<file path="src/rtl/nibble_serial_add_ctrl_if.sv">
// Requester and 4-bit adder bundle for the nibble-serial add controller.
// slave: controller side; master: requester plus external adder side.
interface nibble_serial_add_ctrl_if #(
  parameter int NIBBLES = 4
);
  localparam int W = 4 * NIBBLES;

  logic         start;
  logic         op_sub;
  logic [W-1:0] op_a;
  logic [W-1:0] op_b;
  logic         busy;
  logic         done;
  logic [W-1:0] result;
  logic         carry;
  logic         ovf;
  logic [3:0]   add_a;
  logic [3:0]   add_b;
  logic         add_cin;
  logic [3:0]   add_sum;
  logic         add_cout;

  modport slave (
    input  start, op_sub, op_a, op_b,
    input  add_sum, add_cout,
    output busy, done, result, carry, ovf,
    output add_a, add_b, add_cin
  );

  modport master (
    output start, op_sub, op_a, op_b,
    output add_sum, add_cout,
    input  busy, done, result, carry, ovf,
    input  add_a, add_b, add_cin
  );
endinterface

</file>
<file path="src/rtl/nibble_serial_add_ctrl.sv">
// Serial W-bit add/sub over a shared 4-bit adder, LSB nibble first.
// Ports: clk, rst_n (async low), bus (slave: start/op/result + adder).
module nibble_serial_add_ctrl #(
  parameter int NIBBLES = 4
) (
  input  logic clk,
  input  logic rst_n,
  nibble_serial_add_ctrl_if.slave bus
);
  localparam int W  = 4 * NIBBLES;
  localparam int IW = $clog2(NIBBLES);

  localparam logic [1:0] IDLE = 2'd0;
  localparam logic [1:0] RUN  = 2'd1;
  localparam logic [1:0] DONE = 2'd2;

  logic [1:0]    state;
  logic [W-1:0]  a_reg;
  logic [W-1:0]  b_reg;
  logic [W-1:0]  result;
  logic [IW-1:0] idx;
  logic          carry_reg;
  logic          carry;
  logic          ovf;
  logic          run;
  logic          last;

  assign run  = (state == RUN);
  assign last = (idx == IW'(NIBBLES - 1));

  always_comb begin
    bus.add_a   = 4'd0;
    bus.add_b   = 4'd0;
    bus.add_cin = 1'b0;
    if (run) begin
      bus.add_a   = a_reg[4*idx +: 4];
      bus.add_b   = b_reg[4*idx +: 4];
      bus.add_cin = carry_reg;
    end
  end

  always_ff @(posedge clk or negedge rst_n) begin
    if (!rst_n) begin
      state     <= IDLE;
      a_reg     <= '0;
      b_reg     <= '0;
      result    <= '0;
      idx       <= '0;
      carry_reg <= 1'b0;
      carry     <= 1'b0;
      ovf       <= 1'b0;
    end else begin
      case (state)
        IDLE: begin
          if (bus.start) begin
            a_reg     <= bus.op_a;
            // subtract as A + ~B + 1
            b_reg     <= bus.op_sub ? ~bus.op_b : bus.op_b;
            carry_reg <= bus.op_sub;
            idx       <= '0;
            result    <= '0;
            state     <= RUN;
          end
        end
        RUN: begin
          result[4*idx +: 4] <= bus.add_sum;
          carry_reg          <= bus.add_cout;
          if (last) begin
            carry <= bus.add_cout;
            ovf   <= (a_reg[W-1] == b_reg[W-1]) &&
                     (bus.add_sum[3] != a_reg[W-1]);
            state <= DONE;
          end else begin
            idx <= idx + 1'b1;
          end
        end
        DONE: state <= IDLE;
        default: state <= IDLE;
      endcase
    end
  end

  assign bus.busy   = run;
  assign bus.done   = (state == DONE);
  assign bus.result = result;
  assign bus.carry  = carry;
  assign bus.ovf    = ovf;
endmodule

</file>
<file path="src/flat_wrapper.sv">
// flat-port wrapper written by rule: the top's interface ports become plain ports
module nibble_serial_add_ctrl_flat 
#(
  parameter int NIBBLES = 4
)
  (clk, rst_n, bus_start, bus_op_sub, bus_op_a, bus_op_b, bus_add_sum, bus_add_cout, bus_busy, bus_done, bus_result, bus_carry, bus_ovf, bus_add_a, bus_add_b, bus_add_cin);
  nibble_serial_add_ctrl_if #(.NIBBLES(NIBBLES)) bus_i ();
  input  logic clk;
  input  logic rst_n;
  input wire logic [$bits(bus_i.start)-1:0] bus_start;
  input wire logic [$bits(bus_i.op_sub)-1:0] bus_op_sub;
  input wire logic [$bits(bus_i.op_a)-1:0] bus_op_a;
  input wire logic [$bits(bus_i.op_b)-1:0] bus_op_b;
  input wire logic [$bits(bus_i.add_sum)-1:0] bus_add_sum;
  input wire logic [$bits(bus_i.add_cout)-1:0] bus_add_cout;
  output wire logic [$bits(bus_i.busy)-1:0] bus_busy;
  output wire logic [$bits(bus_i.done)-1:0] bus_done;
  output wire logic [$bits(bus_i.result)-1:0] bus_result;
  output wire logic [$bits(bus_i.carry)-1:0] bus_carry;
  output wire logic [$bits(bus_i.ovf)-1:0] bus_ovf;
  output wire logic [$bits(bus_i.add_a)-1:0] bus_add_a;
  output wire logic [$bits(bus_i.add_b)-1:0] bus_add_b;
  output wire logic [$bits(bus_i.add_cin)-1:0] bus_add_cin;
  assign bus_i.start = bus_start;
  assign bus_i.op_sub = bus_op_sub;
  assign bus_i.op_a = bus_op_a;
  assign bus_i.op_b = bus_op_b;
  assign bus_i.add_sum = bus_add_sum;
  assign bus_i.add_cout = bus_add_cout;
  assign bus_busy = bus_i.busy;
  assign bus_done = bus_i.done;
  assign bus_result = bus_i.result;
  assign bus_carry = bus_i.carry;
  assign bus_ovf = bus_i.ovf;
  assign bus_add_a = bus_i.add_a;
  assign bus_add_b = bus_i.add_b;
  assign bus_add_cin = bus_i.add_cin;
  nibble_serial_add_ctrl #(.NIBBLES(NIBBLES)) u_core (.clk(clk), .rst_n(rst_n), .bus(bus_i));
endmodule
</file>
<file path="config.mk">
export PLATFORM = sky130hd
export DESIGN_NAME = nibble_serial_add_ctrl_flat
export DESIGN_NICKNAME = d
export VERILOG_FILES = /design/src/rtl/nibble_serial_add_ctrl_if.sv /design/src/rtl/nibble_serial_add_ctrl.sv /design/src/flat_wrapper.sv
export SDC_FILE = /design/constraint.sdc
export NUM_CORES = 1
export LEC_CHECK = 0
export CORE_MARGIN = 10
export CORE_UTILIZATION = 49
export DETAILED_ROUTE_END_ITERATION = 12
export PLACE_DENSITY = 0.8
export SLEW_MARGIN = 15
export SYNTH_ARGS = -nofsm -noshare
export SYNTH_HDL_FRONTEND = slang
export SYNTH_SLANG_ARGS = --single-unit
</file>
<file path="constraint.sdc">
create_clock -name clk -period 1.9 [get_ports clk]
set_input_delay 0.285 -clock clk [delete_from_list [all_inputs] [get_ports clk]]
set_output_delay 0.285 -clock clk [all_outputs]
set_load 0.01 [all_outputs]
</file>
# Word-level counts from Yosys, hierarchy flattened
# Index checks and enable logic that the tools add are counted.
# word_totals
latch_bits	0
ramBits	0
romBits	0
regBits	55
out_inout_bits	29
memories	0
# op_classes
n_mux	15
div	0
n_reduce_logical	8
bitwise_logic	1
eq_ne	8
mul	0
n_shift	4
magnitude_cmp	0
add_sub_neg	2
# op_table
op	n
negator 4 -> 34 bit	1
variable shift 4 x 34 -> 16 bit, first input constant	1
indexed part select 4 x 34 -> 16 bit	1
two-way mux 16 bit	2
one-hot mux 16 bit (2 select lines)	1
indexed part select 16 x 5 -> 4 bit	2
bitwise mux 16 bit	1
inverter 16 bit	1
two-way mux 2 bit	4
two-way mux 4 bit	2
one-hot mux 2 bit (2 select lines)	2
AND reduction 2 bit	4
equality test 2 bit, second input constant	2
!= test 2 bit, second input constant	2
AND reduction 3 bit	1
adder 2 x 1 -> 2 bit, second input constant	1
equality test 2 x 1 -> 1 bit, second input constant	1
logical NOT 2 bit	1
two-way mux 1 bit	2
!= test 2 x 1 -> 1 bit, second input constant	1
one-hot mux 1 bit (2 select lines)	1
nonzero test 2 bit	1
equality test 1 bit	1
logical AND 1 bit	1
!= test 1 bit	1

# Longest topological paths before layout
# logic_depth
depth_word	4
ltp_mapped	6
depth_no_buf	5

# Worst setup path after synthesis
# Ideal clock, no wire load.
# synth_timing
path_type	reg-to-reg
from	register u_core.idx[1]
to	register u_core.result[12] (netlist: u_core.bus.result[12])
arrival_time_ns	1.611
required_time_ns	1.834
path_slack_ns	0.222
setup_time_ns	0.066
synth_period_minus_slack_ns	1.678
path_stages_with_launch	7
path_cell_list	dfrtp_1 -> clkbuf_1 -> inv_1 -> ha_1 -> nand2b_1 -> nor4_4 -> a22o_1
# synth_between
elab_chain_len	4
# synth_lines
item	line	source
start: declaration	nibble_serial_add_ctrl.sv:21	logic [IW-1:0] idx;
start signal: assignment	nibble_serial_add_ctrl.sv:74	idx <= idx + 1'b1;
negator 4 -> 34 bit (*)	nibble_serial_add_ctrl.sv:66	result[4*idx +: 4] <= bus.add_sum;
indexed part select 4 x 34 -> 16 bit / variable shift 4 x 34 -> 16 bit (equally long branches)	nibble_serial_add_ctrl.sv:66	
bitwise mux 16 bit (*)	nibble_serial_add_ctrl.sv:66	
one-hot mux 16 bit (2 select lines) (*)	nibble_serial_add_ctrl.sv:53	case (state)
end signal: indexed assignment	nibble_serial_add_ctrl.sv:66	
end: declaration	nibble_serial_add_ctrl.sv:20	logic [W-1:0] result;
# Mark *: on every way between the ends. The rest lies on a longest branch, timed or not.
# A chain may end at the register's enable or synchronous reset.

# Worst setup path in the final report
# layout_timing
from	register u_core.idx[0]
to	output bus_add_b[0]
# layout_between
elab_chain_len	2
# layout_lines
item	line	source
indexed part select 16 x 5 -> 4 bit	nibble_serial_add_ctrl.sv:37	bus.add_b = b_reg[4*idx +: 4];
two-way mux 4 bit	nibble_serial_add_ctrl.sv:35	if (run) begin
end: declaration	flat_wrapper.sv:22	output wire logic [$bits(bus_i.add_b)-1:0] bus_add_b;
# No other way between the ends.

==> results.yml <==
yosys:
  yosys_register_bits: 55
  async_flop_share: 1.00
  synth_top_family_by_area: "multiplexers"
  synth_largest_area_cell: "dfrtp_1"
  synth.distinct_cells: 33
  synth.area.mux_share: 0.150
  synth_edf_count: 0
  synth_area_per_cell_um2: 13.1
  yosys-top-cells-count: "dfrtp_1, mux2_2"
  synth_xor_area_frac: 0.0515
  synth_ff_type: "dfrtp_1"
  yosysTopAreaCellShare: 0.506
  synth-compound-area-share: 0.106
  yosys_warnings: 0
  synthMostInstantiatedCell: "dfrtp_1"
  synth_nets: 255
  syn_area_um2: 2720
  netlist_instances: 208
  synthAdderAreaFrac: 0.0276
  synth-simple-area-share: 0.107
  yosysSeqAreaShare: 0.506
  synth_area_leaders: "dfrtp_1, mux2_2, mux4_1"
die:
  die_w_um: 94.5
  die_h_um: 94.5
  pin_count: 70
  start_util: 0.500
  core_um2: 5440
  row_count: 27
  fp.dieArea_um2: 8930
routing:
  dr_total_vias: 1841
  vias_per_cell: 5.16
  routed_wl_mm: 6.03
  ant_nets: 0
  drc: 0
  drtIter0Drc: 51
  firstDrtPassIters: 4
  wl_per_cell_um: 16.9
timing:
  fmax_ghz: 0.517
  post-route-period-util: 1.02
  rsz0062_at_grt: "true"
  finalHoldViolCount: 0
  worst_pin_slew_ns: 0.369
  final-setup-viol-count: 7
  maxSlewHeadroom: 0.754
  fin_crit_ns: 1.94
  whs_ns: 0.498
  fin_ws_ns: -0.0356
  skew_ns: 0.00893
  timing.final.max_slew_violations: 0
grt:
  grt_pass1_wl_mm: 10.1
  first_global_vias: 2014
  gr-total-overflow: 0
  track_usage: 0.140
  antenna_found_initial: 0
  grt_max_degree: 32
final_layout:
  final_nets: 331
  areaGrowthSynthToFinish_pct: 32.9
  final_util: 0.664
  layout-drive-gt1-share: 0.246
  fill_cells: 433
  antennaDiodeCount: 0
clock_tree:
  clkTransAtPathRegs_ns: 0.10
  clkSinkCount: 55
  clockRootBuffer: "clkbuf_8"
  cts_buffer_depth: 2
  numCtsBuffers: 5
  clkLatencyLatePin_ns: 0.31
  cts_setup_buffers: 0
  cts_tree: "built"
  h-tree-depth: 2
worst_setup_path:
  crit_type: "register to output pin"
  rr_endpoint: "u_core.bus.result[13]"
  critical_path_depth: 4
  worst_path_max_delay_cell: "mux4_2"
  path_cells: "buf_12 -> mux4_2 -> and2_4 -> buf_6"
  timing.rr.start: "u_core.idx[0]"
  start_kind: "register"
  crit_family: "multiplexers"
  end_kind: "output pin"
  crit_path_max_incr_delay_ns: 0.50
  cp_max_fo: 6
  required_ns: 1.62
  crit_arrival_ns: 1.65
  ff2ff_setup_slack_ns: 0.14
  path_buf_inv: 2
  rr_worst_depth: 7
outcome:
  status: "complete, but fails checks"
  violations: "negative setup slack"
power_and_ir_drop:
  power_mw: 5.66
  p_per_area_nw_per_um2: 1570
  p_leak_nw: 1.52
  irDropWorstVdd_uv: 784
placed_design:
  io_buffers: 69
  routabilityCongestion: 0.763
  pre_cts_ws_ns: -0.120
  post-dp-hpwl_mm: 4.64
run:
  maxCapViolations: 0
min_path:
  hp-class: "input port to async pin"
placed cells by master (no fill, tap or decap):
| cell | instances |
|---|---|
| nor2b_1 | 1 |
| buf_12 | 3 |
| and4_4 | 1 |
| nor3b_4 | 1 |
| clkinv_4 | 1 |
| clkbuf_8 | 5 |
| nand2_2 | 1 |
| a22o_1 | 16 |
| inv_4 | 1 |
| a21o_1 | 4 |
| a22oi_1 | 1 |
| nand2_1 | 8 |
| ha_1 | 6 |
| nor2_1 | 16 |
| nand2b_4 | 1 |
| clkinv_2 | 1 |
| buf_6 | 8 |
| o21ai_0 | 2 |
| inv_1 | 3 |
| o22ai_1 | 2 |
| o32ai_1 | 1 |
| dlygate4sd2_1 | 1 |
| mux2_2 | 17 |
| dfrtp_1 | 55 |
| and2_1 | 2 |
| nand2b_1 | 3 |
| inv_8 | 1 |
| mux2_1 | 1 |
| xnor2_1 | 16 |
| buf_4 | 8 |
| dlygate4sd3_1 | 1 |
| a21oi_1 | 16 |
| nor4_4 | 3 |
| inv_6 | 1 |
| mux4_2 | 8 |
| and2_4 | 7 |
| buf_2 | 2 |
| or3_1 | 1 |
| clkdlybuf4s50_1 | 59 |
power breakdown:
group	internal (mW)	total, mW	switching (mW)
registers	1.67	1.97	0.303
clock network	0.265	0.655	0.390
logic	1.72	3.03	1.31
total	3.66	5.66	2.00
area by class of cell:
type / instances / area [µm²] / share of cell area
sequential: 55 / 1380 / 0.381
multi-input combinational: 135 / 1200 / 0.331
timing repair buffer: 82 / 830 / 0.230
tap: 72 / 90.1 / 0.0249
clock buffer: 5 / 68.8 / 0.0191
inverter: 5 / 28.8 / 0.00797
clock inverter: 3 / 22.5 / 0.00623
metrics by stage:
step / cells / TNS [ns] / instance area [µm²]
after floorplan: 208 / 0 / 2720
after global placement: 348 / -0.513 / 3510
after detailed placement: 348 / -0.744 / 3510
after CTS: 357 / -0.425 / 3590
after global routing: 357 / -0.637 / 3610
final: 357 / -0.128 / 3610
how the worst max path moves through the flow:
| stage | to | from |
|---|---|---|
| final | bus_add_b[0] | u_core.idx[0] |
| after global placement | bus_add_b[0] | u_core.idx[0] |
| after CTS | bus_add_a[2] | u_core.idx[0] |
| after floorplan | u_core.bus.result[12] | u_core.idx[1] |
| after global routing | bus_add_b[0] | u_core.idx[0] |
| after detailed placement | bus_add_b[0] | u_core.idx[0] |
cells by family after synthesis:
| family | after synthesis |
|---|---|
| xor+xnor | 16 |
| fa+ha+maj | 6 |
| compound gates | 42 |
| simple gates | 45 |
| buf+inv | 18 |
| mux | 26 |
| flops | 55 |
worst register-to-register path, cell delays in order, from the launching register on:
cell	delay (ns)
dfrtp_1	0.43
buf_6	0.13
buf_4	0.16
inv_4	0.08
ha_1	0.34
nand2b_1	0.19
nor4_4	0.21
a22o_1	0.17
what timing repair did:
action | CTS | global route
pin swaps | 6 | 3
hold buffers | 1 | 0
resized for setup | 47 | 12
hold endpoints to repair | 45 | 0
endpoints found under the setup margin | 10 | 13
per-layer routing:
metal / GRT usage / part of all wire / vias up
met2: 0.229 / 0.48 / 57
met1: 0.170 / 0.43 / 880
met5: 0 / 0 / -
li1: - / - / 895
met3: 0.0523 / 0.082 / 9
met4: 0.0399 / 0.012 / 0
No activity file was read; power rests on OpenSTA's default activity.
==> RTL edit, RTL diff (same flow settings) <==
`NIBBLES` is set to 4 in 3 places; all go to 8.
--- a/src/rtl/nibble_serial_add_ctrl_if.sv
+++ b/src/rtl/nibble_serial_add_ctrl_if.sv
@@ -1,7 +1,7 @@
 // Requester and 4-bit adder bundle for the nibble-serial add controller.
 // slave: controller side; master: requester plus external adder side.
 interface nibble_serial_add_ctrl_if #(
-  parameter int NIBBLES = 4
+  parameter int NIBBLES = 8
 );
   localparam int W = 4 * NIBBLES;
 
--- a/src/rtl/nibble_serial_add_ctrl.sv
+++ b/src/rtl/nibble_serial_add_ctrl.sv
@@ -1,7 +1,7 @@
 // Serial W-bit add/sub over a shared 4-bit adder, LSB nibble first.
 // Ports: clk, rst_n (async low), bus (slave: start/op/result + adder).
 module nibble_serial_add_ctrl #(
-  parameter int NIBBLES = 4
+  parameter int NIBBLES = 8
 ) (
   input  logic clk,
   input  logic rst_n,
--- a/src/flat_wrapper.sv
+++ b/src/flat_wrapper.sv
@@ -1,7 +1,7 @@
 // flat-port wrapper written by rule: the top's interface ports become plain ports
 module nibble_serial_add_ctrl_flat 
 #(
-  parameter int NIBBLES = 4
+  parameter int NIBBLES = 8
 )
   (clk, rst_n, bus_start, bus_op_sub, bus_op_a, bus_op_b, bus_add_sum, bus_add_cout, bus_busy, bus_done, bus_result, bus_carry, bus_ovf, bus_add_a, bus_add_b, bus_add_cin);
   nibble_serial_add_ctrl_if #(.NIBBLES(NIBBLES)) bus_i ();
Interface: changed (resized bus_op_a, bus_op_b and bus_result); port bits go from 70 to 118. The function was not compared with the original's and may differ.
==> RTL edit against the unedited design <==
The flow still finishes with violations (setup timing). Register-to-register slack lost 0.31 ns. Final area grew 99%. Die area grew 67%. Wire length grew 130%. Global-route usage grew 5.0 points. Synthesized cell count grew 130%. Critical path depth is the same. Sequential cell count grew 49. Setup slack lost 0.20 ns. Largest power group unchanged. Sequential share of layout area shrank 1.9 points. Synthesized area grew 87%. Total power grew 110%. Cell count grew 120%.
==> RTL edit: results (changes against the unedited design) <==
stage	metric	value	unit	change
global_routing	first-pass GRT wire length	22.5	mm	+120%
critical_path	CP max FO	5		-1
final_layout	# fillers	722		+67%
outcome	failing checks	setup timing		
yosys	Synth area leaders	dfrtp_1 51%, nand2_1 12%, mux4_2 7.1%		
outcome	status	finished with violations		
final_layout	Finished Layout Cells	771		+120%
yosys	Commonest cells post-synth	156 x nand2_1, 104 x dfrtp_1, 32 x xnor2_1		
yosys	count of different cell masters after synthesis	45		+36%
sta	setup ws final	-0.240	ns	-0.204 ns
routing	via count	4120		+120%
critical_path	Arrival @ worst endpoint	1.86	ns	+0.21 ns
placed_design	dpl ws	-0.259	ns	-0.139 ns
sta	Setup violations, final	39		+32
placed_design	post-DP HPWL	9.99	mm	+120%
cts	htree depth	3		+1
sta	clk_skew	0.0115	ns	+0.00252 ns
power	worst vdd ir	0.692	mV	-12%
global_routing	Tot GR Track Use	0.190		+0.0502
placed_design	gpl congestion	0.892		+17%
placed_design	placed cells	742		+110%
yosys	Syn Inst Count	482		+130%
cts	Clk Latency, worst-skew pair	0.36	ns	+0.05 ns
yosys	Synth Net Count	563		+120%
sta	Least-Margin Pin Slew	0.735	ns	+0.366 ns
yosys	sequential share of the synthesized area	0.511		+0.00497
critical_path	R2R cell count	9		+2
global_routing	largest net degree at the start of global routing	71		+120%
routing	mean routed wirelength per cell	17.9	um	+6.2%
cts	CTS buffer count	9		+4
routing	DRT Pass-1 Iters	5		+1
## RTL edit: cell count changes in the layout (fill, tap and decap cells not counted), moves of 10 or more
cell | before | now
nand2_1 | 8 | 156
mux2_2 | 17 | 3
a22o_1 | 16 | 29
buf_4 | 8 | 33
nor2_1 | 16 | 4
o21ai_0 | 2 | 24
dfrtp_1 | 55 | 102
xnor2_1 | 16 | 32
clkdlybuf4s50_1 | 59 | 104
a21oi_1 | 16 | 2
o21ai_1 | 0 | 10
## RTL edit: worst paths after layout
path | to | slack, ns
max reg2reg | u_core.bus.result[6] | -0.17
max | bus_add_b[0] | -0.24
min | u_core.bus.result[13] | 0.35
max in group asynchronous | u_core.idx[0] | 0.93
min in group clk | u_core.a_reg[22] | 0.44
min reg2reg | u_core.a_reg[26] | 0.48
## RTL edit: metal layers
metal,GRT usage,up-vias,routed length (um)
met5,0,-,0
met3,0.0532,17,871
li1,-,1949,-
met2,0.328,132,7050
met4,0.0626,0,208
met1,0.224,2022,5700
## RTL edit: area by class of cell
cell class | instances | area (um^2) | area share
Clock buffer | 10 | 128 | 0.0178
Clock inverter | 6 | 66.3 | 0.00922
Inverter | 6 | 37.5 | 0.00522
Multi-Input combinational cell | 340 | 2530 | 0.353
Sequential cell | 104 | 2610 | 0.362
Tap cell | 136 | 170 | 0.0237
Timing Repair Buffer | 169 | 1650 | 0.229
## RTL edit: logic make-up after synthesis
family | Yosys count | synth area share
and+or+nand+nor | 191 | 0.170
AOI/OAI and AO/OA | 82 | 0.113
muxes | 27 | 0.0931
xor gates and xnor gates | 32 | 0.0551
buffers and inverters | 38 | 0.0381
DFF | 104 | 0.511
adders and majority gates | 8 | 0.0197
## RTL edit: critical path, stage by stage, from the launching register on
cell and delay, ns:
dfrtp_2 0.43, buf_12 0.14, mux4_2 0.50, a22o_1 0.27, buf_2 0.15
## RTL edit: timing repair
item	in CTS	in global routing
cloned	2	0
pin swaps	23	4
hold endpoints to repair	22	0
setup endpoints to repair	44	47
hold buffers	1	0
setup buffers	10	2
gates resized for setup	85	7
## RTL edit: stage by stage
step           instance area (um^2)  TNS [ns]
2_1_floorplan                  5180    -0.994
3_3_place_gp                   6680     -5.19
3_5_place_dp                   6680     -7.67
4_1_cts                        7200     -7.44
5_1_grt                        7190     -8.82
6_report                       7190     -5.02
## RTL edit: report_power, final
group	internal [uW]	switching, uW
Sequential	3180	632
Clock	617	738
Combinational	3480	3090
Total	7280	4460
